## config.mk

```make
export PLATFORM = sky130hd
export DESIGN_NAME = control_sequencer
export DESIGN_NICKNAME = d
export VERILOG_FILES = /design/src/rtl/control_sequencer.sv
export SDC_FILE = /design/constraint.sdc
export NUM_CORES = 1
export LEC_CHECK = 0
export BUFFER_PORTS_ARGS = -buffer_cell sky130_fd_sc_hd__buf_2
export CORE_MARGIN = 5
export CORE_UTILIZATION = 30
export CTS_CLUSTER_SIZE = 14
export DETAILED_ROUTE_END_ITERATION = 12
export PLACE_DENSITY = 0.71
export SETUP_SLACK_MARGIN = 0.4
export SKIP_CTS_REPAIR_TIMING = 1
export SYNTH_ARGS = -nofsm -noshare
export SYNTH_HDL_FRONTEND = slang
export SYNTH_SLANG_ARGS = --single-unit
```

## constraint.sdc

```tcl
create_clock -name clk -period 3.9 [get_ports clk]
set_input_delay 0.78 -clock clk [delete_from_list [all_inputs] [get_ports clk]]
set_output_delay 0.78 -clock clk [all_outputs]
set_load 0.1 [all_outputs]
```

## src/rtl/control_sequencer.sv

```systemverilog
// control_sequencer: hardwired Moore T-state control unit producing DataPath strobes.
// Fetches via PC/MAR/MDR into IR, decodes ir[31:27], and sequences ALU/HI/LO writes.
module control_sequencer (
    input  logic        clk,
    input  logic        clear,
    input  logic [31:0] ir,
    input  logic        stop,
    output logic        PCout,
    output logic        Zlowout,
    output logic        Zhighout,
    output logic        MDRout,
    output logic        MARin,
    output logic        Zin,
    output logic        PCin,
    output logic        MDRin,
    output logic        IRin,
    output logic        Yin,
    output logic        LOin,
    output logic        HIin,
    output logic        IncPC,
    output logic        Read,
    output logic [4:0]  Operator,
    output logic        Gra,
    output logic        Grb,
    output logic        Grc,
    output logic        Rin,
    output logic        Rout,
    output logic        Run
);
    typedef enum logic [3:0] {RESET_ST, T0, T1, T2, T3, T4, T5, T6, HALT_ST} state_t;
    state_t state, next;
    logic [4:0] opcode;
    logic is_alu, is_md, unused_fields;
    state_t boundary;
    assign opcode = ir[31:27];
    assign unused_fields = ^ir[26:0];
    assign is_alu = opcode >= 5'b00011 && opcode <= 5'b01010;
    assign is_md = opcode == 5'b01111 || opcode == 5'b10000;
    // stop is only honoured on the way back into T0
    assign boundary = stop ? HALT_ST : T0;

    always_ff @(posedge clk or posedge clear)
        if (clear) state <= RESET_ST;
        else state <= next;

    always_comb begin
        {PCout, Zlowout, Zhighout, MDRout, MARin, Zin, PCin, MDRin, IRin, Yin, LOin, HIin} = '0;
        {IncPC, Read, Gra, Grb, Grc, Rin, Rout} = '0;
        Operator = 5'b00000;
        Run = state != RESET_ST && state != HALT_ST;
        next = state;
        case (state)
            RESET_ST: next = boundary;
            T0: begin
                {PCout, MARin, IncPC, Zin} = '1;
                next = T1;
            end
            T1: begin
                {Zlowout, PCin, Read, MDRin} = '1;
                next = T2;
            end
            T2: begin
                {MDRout, IRin} = '1;
                next = T3;
            end
            T3: begin
                {Grb, Rout, Yin} = '1;
                next = (is_alu || is_md) ? T4 : opcode == 5'b11001 ? HALT_ST : boundary;
            end
            T4: begin
                {Grc, Rout, Zin} = '1;
                Operator = opcode;
                next = T5;
            end
            T5: begin
                Zlowout = 1'b1;
                LOin = is_md;
                Gra = !is_md;
                Rin = !is_md;
                next = is_md ? T6 : boundary;
            end
            T6: begin
                {Zhighout, HIin} = '1;
                next = boundary;
            end
            HALT_ST: next = HALT_ST;
            default: next = RESET_ST;
        endcase
    end
endmodule

```

## Word level (Yosys, flattened, before mapping)

Index checks and enable logic that the tools add are counted.
Widths: inputs -> output; s select.

- Flip-flop bits (word level): 4
- Input port bits: 35
- Logic and storage cells: 43

- $lt $le $gt $ge: 2
- Equal/unequal tests: 12
- Muxes and demuxes: 17
- Reduce and logical (&&, ||, !) cells: 11

Operators with widths:

| operator | number |
|---|---|
| $pmux 4 s8 | 1 |
| $eq 4x3->1 const B | 4 |
| $mux 4 | 4 |
| $mux 1 | 11 |
| $eq 5x5->1 const B | 2 |
| $eq 4x2->1 const B | 2 |
| $reduce_or 2->1 | 4 |
| $eq 5x4->1 const B | 1 |
| $ge 5x2->1 const B | 1 |
| $le 5x4->1 const B | 1 |
| $mux 5 | 1 |
| $eq 4x1->1 const B | 1 |
| $eq 4x4->1 const B | 1 |
| $logic_not 4->1 | 1 |
| $ne 4x4->1 const B | 1 |
| $reduce_bool 4->1 | 1 |
| $logic_and 1x1->1 | 2 |
| $logic_or 1x1->1 | 2 |
| $logic_not 1->1 | 1 |

## Logic depth before layout (Yosys ltp)

Gate-level depths: netlist of run 1.

- Depth in word-level cells: 5
- Depth in mapped cells: 6
- Mapped depth without buffers: 4

## Worst setup path before layout of run 1

OpenSTA, ideal clock, no wires.

- Path type: flip-flop to output port
- Start point: register state[3]
- End point: output port Yin
- Data arrival time: 3526 ps
- Data required time: 3120 ps
- Path slack: -406 ps
- Stages on the path, launching flop included: 6
- Path through: dfrtp_1 -> buf_4 -> nand2b_1 -> clkbuf_1 -> nor3_1 -> buf_4

- Longest elaborated chain between the ends: 2

RTL lines:

| what | RTL line | source |
|---|---|---|
| start, declared | 31 | `state_t state, next;` |
| start signal, assigned | 44 | `else state <= next;` |
| $eq 4x3->1 | -- |  |
| $mux 1 | -- |  |
| end, declared | 17 | `output logic Yin,` |

Every way passes these cells.

## Worst setup path in the final report of run 1

- Start point: input port ir[28]
- End point: output port LOin

- Longest elaborated chain between the ends: 3

RTL lines:

| what | RTL line | source |
|---|---|---|
| start, declared | 6 | `input logic [31:0] ir,` |
| $eq 5x4->1 / $eq 5x5->1 (equally long branches) | 38 | `assign is_md = opcode == 5'b01111 \|\| opcode == 5'b10000;` |
| $logic_or 1x1->1 * | 38 |  |
| $mux 1 * | 52 | `case (state)` |
| end, declared | 18 | `output logic LOin,` |

Every way passes the cells marked *; elsewhere a longest branch is shown, timed or not.

==> reports/metrics.csv, run 1 <==
metric;value;unit
Lkg Pwr;0.391;nW
port buffer count;32;
Worst VDD drop;460;uV
HP Class;primary input to asynchronous set/reset pin;
reg-to-reg endpoint;state[0];
area of the multi-input gates;385;sq um
Clock Skew;0.000889;ns
layout cells sized above 1;50.5;%
final worst-path setup slack;0.828;ns
Final min period;3.07;ns
Syn Inst Count;73;
max reg flops;4;
Distinct cells, synth;36;
worst-skew pair later-pin latency;0.23;ns
ys flop type;dfrtp_1;
initial antenna violation count;0;
Largest Register;state;
RSZ-0062 raised after global routing;false;
Max Slew Vio Count;0;
Worst Setup Path Type;primary input to output port;
r2r setup slk;2.38;ns
final setup fails;0;
Setup WS pre-CTS;0.822;ns
Syn Nets;108;
Layout area overhead;25.1;%
routability cong.;0.736;
vias post-DR;568;
TNS Setup;0;ns
status;complete, no violations;
synth warn;0;
core region area;1760;sq um
Post-synth EDFFs;0;
post-synthesis average cell area;7.78;sq um
largest net degree at the start of global routing;14;
clock sink count;4;
starting density of the core;32.2;%
CP startpoint;ir[28];
Regs by FF count;state: 4 flops;
Die Span X;53.5;um
CP Data Arrival Time;2.29;ns
DRC violations left;0;
max_cap viols;0;
asr flop ratio synth;100;%
Worst-Margin Slew;0.490;ns
CTS Buf Count;3;
fin cells;120;
post-route ant nets;0;
hold slack;0.418;ns
GRT Total Usage;10.8;%
pwr/cell area;1040;nW/um^2
IO Count;60;
Initial DRC Count;13;
Std-Cell Rows;15;
DR WL/cell;12.1;um
full die area;2860;sq um
CTS tree;built;
RR Startpoint;state[3];
vias in the first global route;504;
vias per cell;4.73;
CP Max Fanout;4;
Worst setup EP type;output port;
placed cell count;117;
#FFs+latches synth;4;
GRT overflow;0;
total power draw;0.741;mW
Final Hold Viols;0;
post-layout util;40.3;%
fillers;212;
mapped cell area;568;sq um
Max clock buf depth;2;
first-pass GRT wire length;2.33;mm
crit start category;primary input;
TritonRoute pass-1 iters;4;
R2R cell count;3;
root buf cell;clkbuf_4;
dpl cell area;688;sq um
htree depth;1;
slew margin rel.;67.5;%
diode count;0;
Post-Route WL;1.45;mm
design area;711;sq um
DPL Wire Length;1.19;mm
Die Height;53.5;um
Tcrit/Tclk final;78.8;%
Clock Pin Slew Worst Setup and Hold Paths;0.04;ns
post-synthesis sequential area ratio;17.6;%
register cell area after layout;100;sq um
achievable frequency;326;MHz
worst endpoint required time;3.12;ns
NumNets Final;132;
## cell type report
type | instances | share of cell area, %
repair buffers | 32 | 22.5
flip-flops and latches | 4 | 14.1
multi-input cells | 53 | 54.2
clock buffers | 3 | 3.17
inverters | 3 | 1.58
well taps | 25 | 4.40
## how the worst max path moves through the flow
stage	endpoint	slack (ns)
after floorplan	Zhighout	0.44
after global placement	LOin	0.83
after detailed placement	LOin	0.82
after CTS	LOin	0.82
after global routing	LOin	0.75
final	LOin	0.83
## layout by cell type (no fill, tap or decap), drive strengths merged
master,count
a211o,1
a21boi,1
a21o,1
a21oi,3
a2bb2oi,1
a32o,1
and2,4
and2b,1
and3,1
buf,32
clkbuf,3
dfrtp,4
inv,3
mux2i,1
nand2,3
nand2b,2
nand3b,1
nor2,8
nor2b,4
nor3,7
o21a,1
o21ai,1
o221ai,1
o22a,1
o22ai,1
o311ai,1
o41ai,1
or2,1
or2b,1
or3,1
or4,1
or4b,1
xor2,1
## cells by family after synthesis
logic type | after synthesis | share of synthesized area, %
AND/OR/NAND/NOR | 36 | 36.8
buffers and inverters | 16 | 20.5
AO/OA/AOI/OAI | 15 | 21.8
flip-flops | 4 | 17.6
XOR/XNOR | 1 | 1.54
multiplexers | 1 | 1.76
## worst max-delay path: stages
cell and delay, ns:
buf_2 0.11, or4b_4 0.55, o22a_4 0.27, nor3_4 0.12
buf_2 0.45
## where the power goes
part	internal, mW	leakage (nW)	switching (mW)
Combinational	0.0961	0.325	0.485
Clock	0.0344	0.0138	0.0160
Sequential	0.0582	0.0518	0.0514
Total	0.189	0.391	0.553
## synthesized netlist by cell type (2+ instances only)
master	number	area (sq um)
nor3_1	6	30.0
nand2_1	3	11.3
a21oi_1	2	10.0
dfrtp_1	4	100
nor2_1	8	30.0
nor2b_1	4	25.0
buf_6	3	33.8
inv_1	3	11.3
nand2b_1	2	12.5
and2_1	4	25.0
buf_4	9	67.6
## routing by layer
layer | vias to the layer above | global-route usage, % | part of all wire (%)
li1 | 299 | - | -
met1 | 246 | 14.0 | 47
met2 | 23 | 17.3 | 45
met3 | 0 | 3.38 | 8.0
met4 | 0 | 2.55 | 0
met5 | - | 0 | 0
Power figures use the tool's default switching activity.
==> run 2, diff against run 1 <==
--- a/config.mk
+++ b/config.mk
@@ -5,12 +5,13 @@
 export SDC_FILE = /design/constraint.sdc
 export NUM_CORES = 1
 export LEC_CHECK = 0
+export ABC_AREA = 1
 export BUFFER_PORTS_ARGS = -buffer_cell sky130_fd_sc_hd__buf_2
 export CORE_MARGIN = 5
-export CORE_UTILIZATION = 30
+export CORE_UTILIZATION = 29
 export CTS_CLUSTER_SIZE = 14
 export DETAILED_ROUTE_END_ITERATION = 12
-export PLACE_DENSITY = 0.71
+export PLACE_DENSITY = 0.74
 export SETUP_SLACK_MARGIN = 0.4
 export SKIP_CTS_REPAIR_TIMING = 1
 export SYNTH_ARGS = -nofsm -noshare
==> constraint.sdc (replaced) <==
create_clock -name clk -period 2.48 [get_ports clk]
set_input_delay 0.496 -clock clk [delete_from_list [all_inputs] [get_ports clk]]
set_output_delay 0.496 -clock clk [all_outputs]
set_load 0.1 [all_outputs]
==> run 2 against run 1 <==
Against the previous run:
- first-iteration DRC count increased by 15%
- count of clock-buffer cells in the layout unchanged
- sequential cell count unchanged
- die area decreased by 4.8%
- critical path depth increased by 1
- critical endpoint is now Operator[1]
- cell count increased by 23%
- clock skew about the same
- area after synthesis decreased by 9.0%
- via count increased by 10%
- utilization increased by 11 points
==> reports/metrics.csv, run 2 <==
metric;value;unit;change
RR Startpoint;state[0];;
slew margin rel.;67.7;%;+0.14 points
mapped cell area;517;sq um;-9.0%
Die Height;52.2;um;-2.4%
clock sink count;4;;unchanged
post-route ant nets;0;;unchanged
Regs by FF count;state: 4 flops;;
Worst-Margin Slew;0.488;ns;-0.00211 ns
layout cells sized above 1;50.4;%;-0.12 points
Syn Nets;130;;+20%
commonest non-fill, non-tap cell in the layout;nand2_1;;
vias post-DR;625;;+10%
root buf cell;clkbuf_4;;
Post-Route WL;1.42;mm;-2.6%
DRC violations left;0;;unchanged
crit-path most repeated cell;nor2_4;;
fin cells;148;;+23%
initial antenna violation count;0;;unchanged
worst-skew pair later-pin latency;0.24;ns;about the same
Clock Skew;0.00112;ns;+0.000233 ns
largest net degree at the start of global routing;7;;-7
Std-Cell Rows;15;;unchanged
port buffer count;32;;unchanged
CP max stage delay;0.44;ns;-0.11 ns
Die Span X;52.2;um;-2.4%
TritonRoute pass-1 iters;5;;+1
vias in the first global route;572;;+13%
Final Hold Viols;0;;unchanged
routability cong.;0.734;;-0.23%
final worst-path setup slack;0.333;ns;-0.495 ns
Post-synth EDFFs;0;;unchanged
TNS Setup;0;ns;unchanged
post-synthesis sequential area ratio;19.4;%;+1.7 points
Syn Inst Count;95;;+30%
crit start category;register;;
Max Slew Vio Count;0;;unchanged
full die area;2730;sq um;-4.8%
pwr/cell area;1320;nW/um^2;+27%
Buf+Inv Stages, Crit Path;3;;+1
asr flop ratio synth;100;%;unchanged
area share of the largest cell type after synthesis;19.4;%;+1.7 points
core region area;1710;sq um;-3.2%
first-pass GRT wire length;2.15;mm;-7.7%
Largest Register;state;;
Final min period;2.15;ns;
Synth area leaders;dfrtp_1, nand2_1, nor2_1, inv_1, buf_4;;
final setup fails;0;;unchanged
post-synthesis average cell area;5.44;sq um;-30%
commonest cells in the netlist;nand2_1, nor2_1, inv_1, buf_4, nand3_1;;
Distinct cells, synth;15;;-58%
Worst VDD drop;693;uV;+51%
max reg flops;4;;unchanged
Clock Pin Slew Worst Setup and Hold Paths;0.04;ns;about the same
HP Class;primary input to asynchronous set/reset pin;;
starting density of the core;30.3;%;-1.9 points
dpl cell area;719;sq um;+4.5%
design area;868;sq um;+22%
Worst Setup Path Type;register to output port;;
IO Count;60;;unchanged
CTS tree;built;;
CP Max Fanout;6;;+2
Tcrit/Tclk final;86.6;%;
placed cell count;144;;+23%
Layout area overhead;68.0;%;
highest-count cells in the layout ignoring fill and taps;nand2_1, buf_2, inv_1;;
htree depth;1;;unchanged
GRT Total Usage;10.4;%;-0.43 points
CP max-delay cell;dfrtp_2;;
Worst setup EP type;output port;;
DR WL/cell;9.57;um;-21%
vias per cell;4.22;;-11%
top cell type by total area after synthesis;dfrtp_1;;
Setup WS pre-CTS;0.399;ns;-0.423 ns
top-count cell post-synth;nand2_1;;
CP Cell Sequence;nor2_2 -> inv_2 -> nor2_4 -> clkinvlp_4 -> nor2_4 -> buf_12;;
worst endpoint required time;1.98;ns;-1.14 ns
achievable frequency;466;MHz;
CP Data Arrival Time;1.65;ns;-0.64 ns
Crit path max-delay family;buffers and inverters;;
NumNets Final;160;;+21%
Initial DRC Count;15;;+2
GRT overflow;0;;unchanged
Lkg Pwr;0.484;nW;+24%
diode count;0;;unchanged
max_cap viols;0;;unchanged
DPL Wire Length;1.18;mm;-0.77%
hold slack;0.134;ns;-0.285 ns
#FFs+latches synth;4;;unchanged
RSZ-0062 raised after global routing;true;;
CTS Buf Count;3;;unchanged
status;complete, no violations;;
Max clock buf depth;2;;unchanged
CP startpoint;state[1];;
synth warn;0;;unchanged
ys flop type;dfrtp_1;;
## run 2: cell types whose count changed after synthesis, moves of 6 or more
| cell | delta |
|---|---|
| nor2_1 | +13 |
| nand3_1 | +7 |
| nand2_1 | +21 |
| inv_1 | +15 |
| nor3_1 | -6 |
## run 2: cells by family after synthesis
logic type,after synthesis,share of synthesized area (%)
AOI/OAI and AO/OA,2,1.94
buffers and inverters,29,26.9
DFF,4,19.4
and+or+nand+nor,60,51.8
## run 2: power breakdown
group          total [mW]  internal (mW)  switching (mW)  leakage (nW)
Clock              0.0812         0.0542          0.0271        0.0138
Sequential          0.134         0.0926          0.0416        0.0506
Combinational       0.934          0.167           0.766         0.420
Total                1.15          0.314           0.835         0.484
## run 2: per-stage QoR
step,utilization (%),power [mW]
floorplan,-,0.959
finish,50.8,1.15
detailed placement,42.1,1.02
global route,50.8,1.20
global placement,42.1,1.01
CTS,43.4,1.10
## run 2: routing by layer
layer	part of all wire, %	GRT usage (%)	vias to the layer above
met1	39	11.8	265
li1	-	-	329
met5	0	0	-
met4	1.2	7.66	0
met2	52	18.2	29
met3	7.3	0.570	2
## run 2: final timing paths
path / to / slack (ns) / cells after the start
setup / recovery: Operator[1] / 0.33 / 6
hold / removal: state[3] / 0.13 / 2
setup reg to reg: state[0] / 1.11 / 9
hold reg to reg: state[0] / 0.62 / 3
max in group asynchronous: state[1] / 2.18 / 2
min in group clk: state[3] / 0.59 / 5
## run 2: final cells by class
cell class              count  area (sq um)
clock buffers               3          22.5
fillers                   178           840
inverters                  21          90.1
multi-input cells          62           344
flip-flops and latches      4           101
well taps                  25          31.3
repair buffers             33           279
==> run 3, diff against run 2 <==
--- a/config.mk
+++ b/config.mk
@@ -11,6 +11,7 @@
 export CORE_UTILIZATION = 29
 export CTS_CLUSTER_SIZE = 14
 export DETAILED_ROUTE_END_ITERATION = 12
+export MAX_ROUTING_LAYER = met4
 export PLACE_DENSITY = 0.74
 export SETUP_SLACK_MARGIN = 0.4
 export SKIP_CTS_REPAIR_TIMING = 1
==> run 3 against run 2 <==
Against the previous run:
- global-route usage rose by 0.27 points
- critical path depth stayed put
- sequential share of layout area did not move
- die area unchanged
- sequential cell count stayed put
- critical endpoint unchanged
- largest power group unchanged
==> reports/metrics.csv, run 3 (synthesis results as in run 2) <==
metric;value;unit;change
status;complete, no violations;;
slew margin rel.;67.7;%;unchanged
Max clock buf depth;2;;unchanged
Tcrit/Tclk final;86.6;%;about the same
pwr/cell area;1320;nW/um^2;about the same
CTS tree;built;;
clock sink count;4;;unchanged
highest-count cells in the layout ignoring fill and taps;nand2_1, buf_2, inv_1;;
Std-Cell Rows;15;;unchanged
htree depth;1;;unchanged
HP Class;primary input to asynchronous set/reset pin;;
vias post-DR;624;;-0.16%
root buf cell;clkbuf_4;;
post-route ant nets;0;;unchanged
placed cell count;144;;unchanged
largest net degree at the start of global routing;7;;unchanged
fin cells;148;;unchanged
worst-skew pair later-pin latency;0.24;ns;about the same
Worst VDD drop;694;uV;about the same
Post-Route WL;1.42;mm;+0.42%
Largest Register;state;;
total power draw;1.15;mW;about the same
max_cap viols;0;;unchanged
vias in the first global route;572;;unchanged
GRT overflow;0;;unchanged
Worst Setup Path Type;register to output port;;
DPL Wire Length;1.18;mm;unchanged
TritonRoute pass-1 iters;5;;unchanged
CP Data Arrival Time;1.65;ns;about the same
commonest non-fill, non-tap cell in the layout;nand2_1;;
crit start category;register;;
dpl cell area;719;sq um;unchanged
worst endpoint required time;1.98;ns;about the same
layout cells sized above 1;50.4;%;unchanged
Worst setup EP type;output port;;
starting density of the core;30.3;%;unchanged
Initial DRC Count;15;;unchanged
IO Count;60;;unchanged
crit-path most repeated cell;nor2_4;;
diode count;0;;unchanged
Die Height;52.2;um;unchanged
CP max stage delay;0.44;ns;about the same
final worst-path setup slack;0.333;ns;+0.000244 ns
achievable frequency;466;MHz;about the same
Setup WS pre-CTS;0.399;ns;unchanged
GRT Total Usage;10.7;%;+0.27 points
design area;868;sq um;unchanged
CP max-delay cell;dfrtp_2;;
CTS Buf Count;3;;unchanged
NumNets Final;160;;unchanged
max reg flops;4;;unchanged
Die Span X;52.2;um;unchanged
Final Hold Viols;0;;unchanged
CP Max Fanout;6;;unchanged
RSZ-0062 raised after global routing;true;;
full die area;2730;sq um;unchanged
Clock Skew;0.00112;ns;-0.00000630 ns
CP Cell Sequence;nor2_2 -> inv_2 -> nor2_4 -> clkinvlp_4 -> nor2_4 -> buf_12;;
Layout area overhead;68.0;%;unchanged
vias per cell;4.22;;-0.16%
Final min period;2.15;ns;-0.000244 ns
routability cong.;0.743;;+1.2%
Worst-Margin Slew;0.488;ns;-0.00000107 ns
Crit path max-delay family;buffers and inverters;;
core region area;1710;sq um;unchanged
initial antenna violation count;0;;unchanged
port buffer count;32;;unchanged
hold slack;0.134;ns;+0.0000160 ns
Regs by FF count;state: 4 flops;;
Buf+Inv Stages, Crit Path;3;;unchanged
DRC violations left;0;;unchanged
first-pass GRT wire length;2.15;mm;unchanged
Lkg Pwr;0.484;nW;unchanged
DR WL/cell;9.61;um;+0.42%
final setup fails;0;;unchanged
Clock Pin Slew Worst Setup and Hold Paths;0.04;ns;about the same
fillers;178;;unchanged
Max Slew Vio Count;0;;unchanged
-- run 3: cell counts in the layout (fill, tap and decap cells not counted) --
No cell type changed its count.
-- run 3: per-layer routing --
metal	global-route usage, %	wire (um)
met3	0	89
met4	7.66	17
met5	-	0
met1	12.1	573
met2	18.2	742
-- run 3: layout make-up --
cell class,instances,area [sq um],share of cell area [%]
Inverter,21,90.1,10.4
Clock buffer,3,22.5,2.59
Timing Repair Buffer,33,279,32.1
Multi-Input combinational cell,62,344,39.6
Tap cell,25,31.3,3.60
Sequential cell,4,101,11.7
-- run 3: per-stage QoR --
step / utilization, % / TNS, ns
2_1_floorplan: - / -0.296
3_3_place_gp: 42.1 / 0
3_5_place_dp: 42.1 / 0
4_1_cts: 43.4 / 0
5_1_grt: 50.8 / 0
6_report: 50.8 / 0
-- run 3: worst paths after layout --
| kind | start | end | slack, ns | depth (start not counted) |
|---|---|---|---|---|
| setup / recovery | state[1] | Operator[1] | 0.33 | 6 |
| hold / removal | clear | state[3] | 0.13 | 2 |
| setup reg to reg | state[0] | state[0] | 1.11 | 9 |
| hold reg to reg | state[0] | state[0] | 0.62 | 3 |
| max in group asynchronous | clear | state[1] | 2.18 | 2 |
| min in group clk | stop | state[3] | 0.59 | 5 |
-- run 3: report_power, final --
group / internal [mW] / switching [mW]
sequential: 0.0926 / 0.0417
combinational: 0.167 / 0.766
clock: 0.0542 / 0.0270
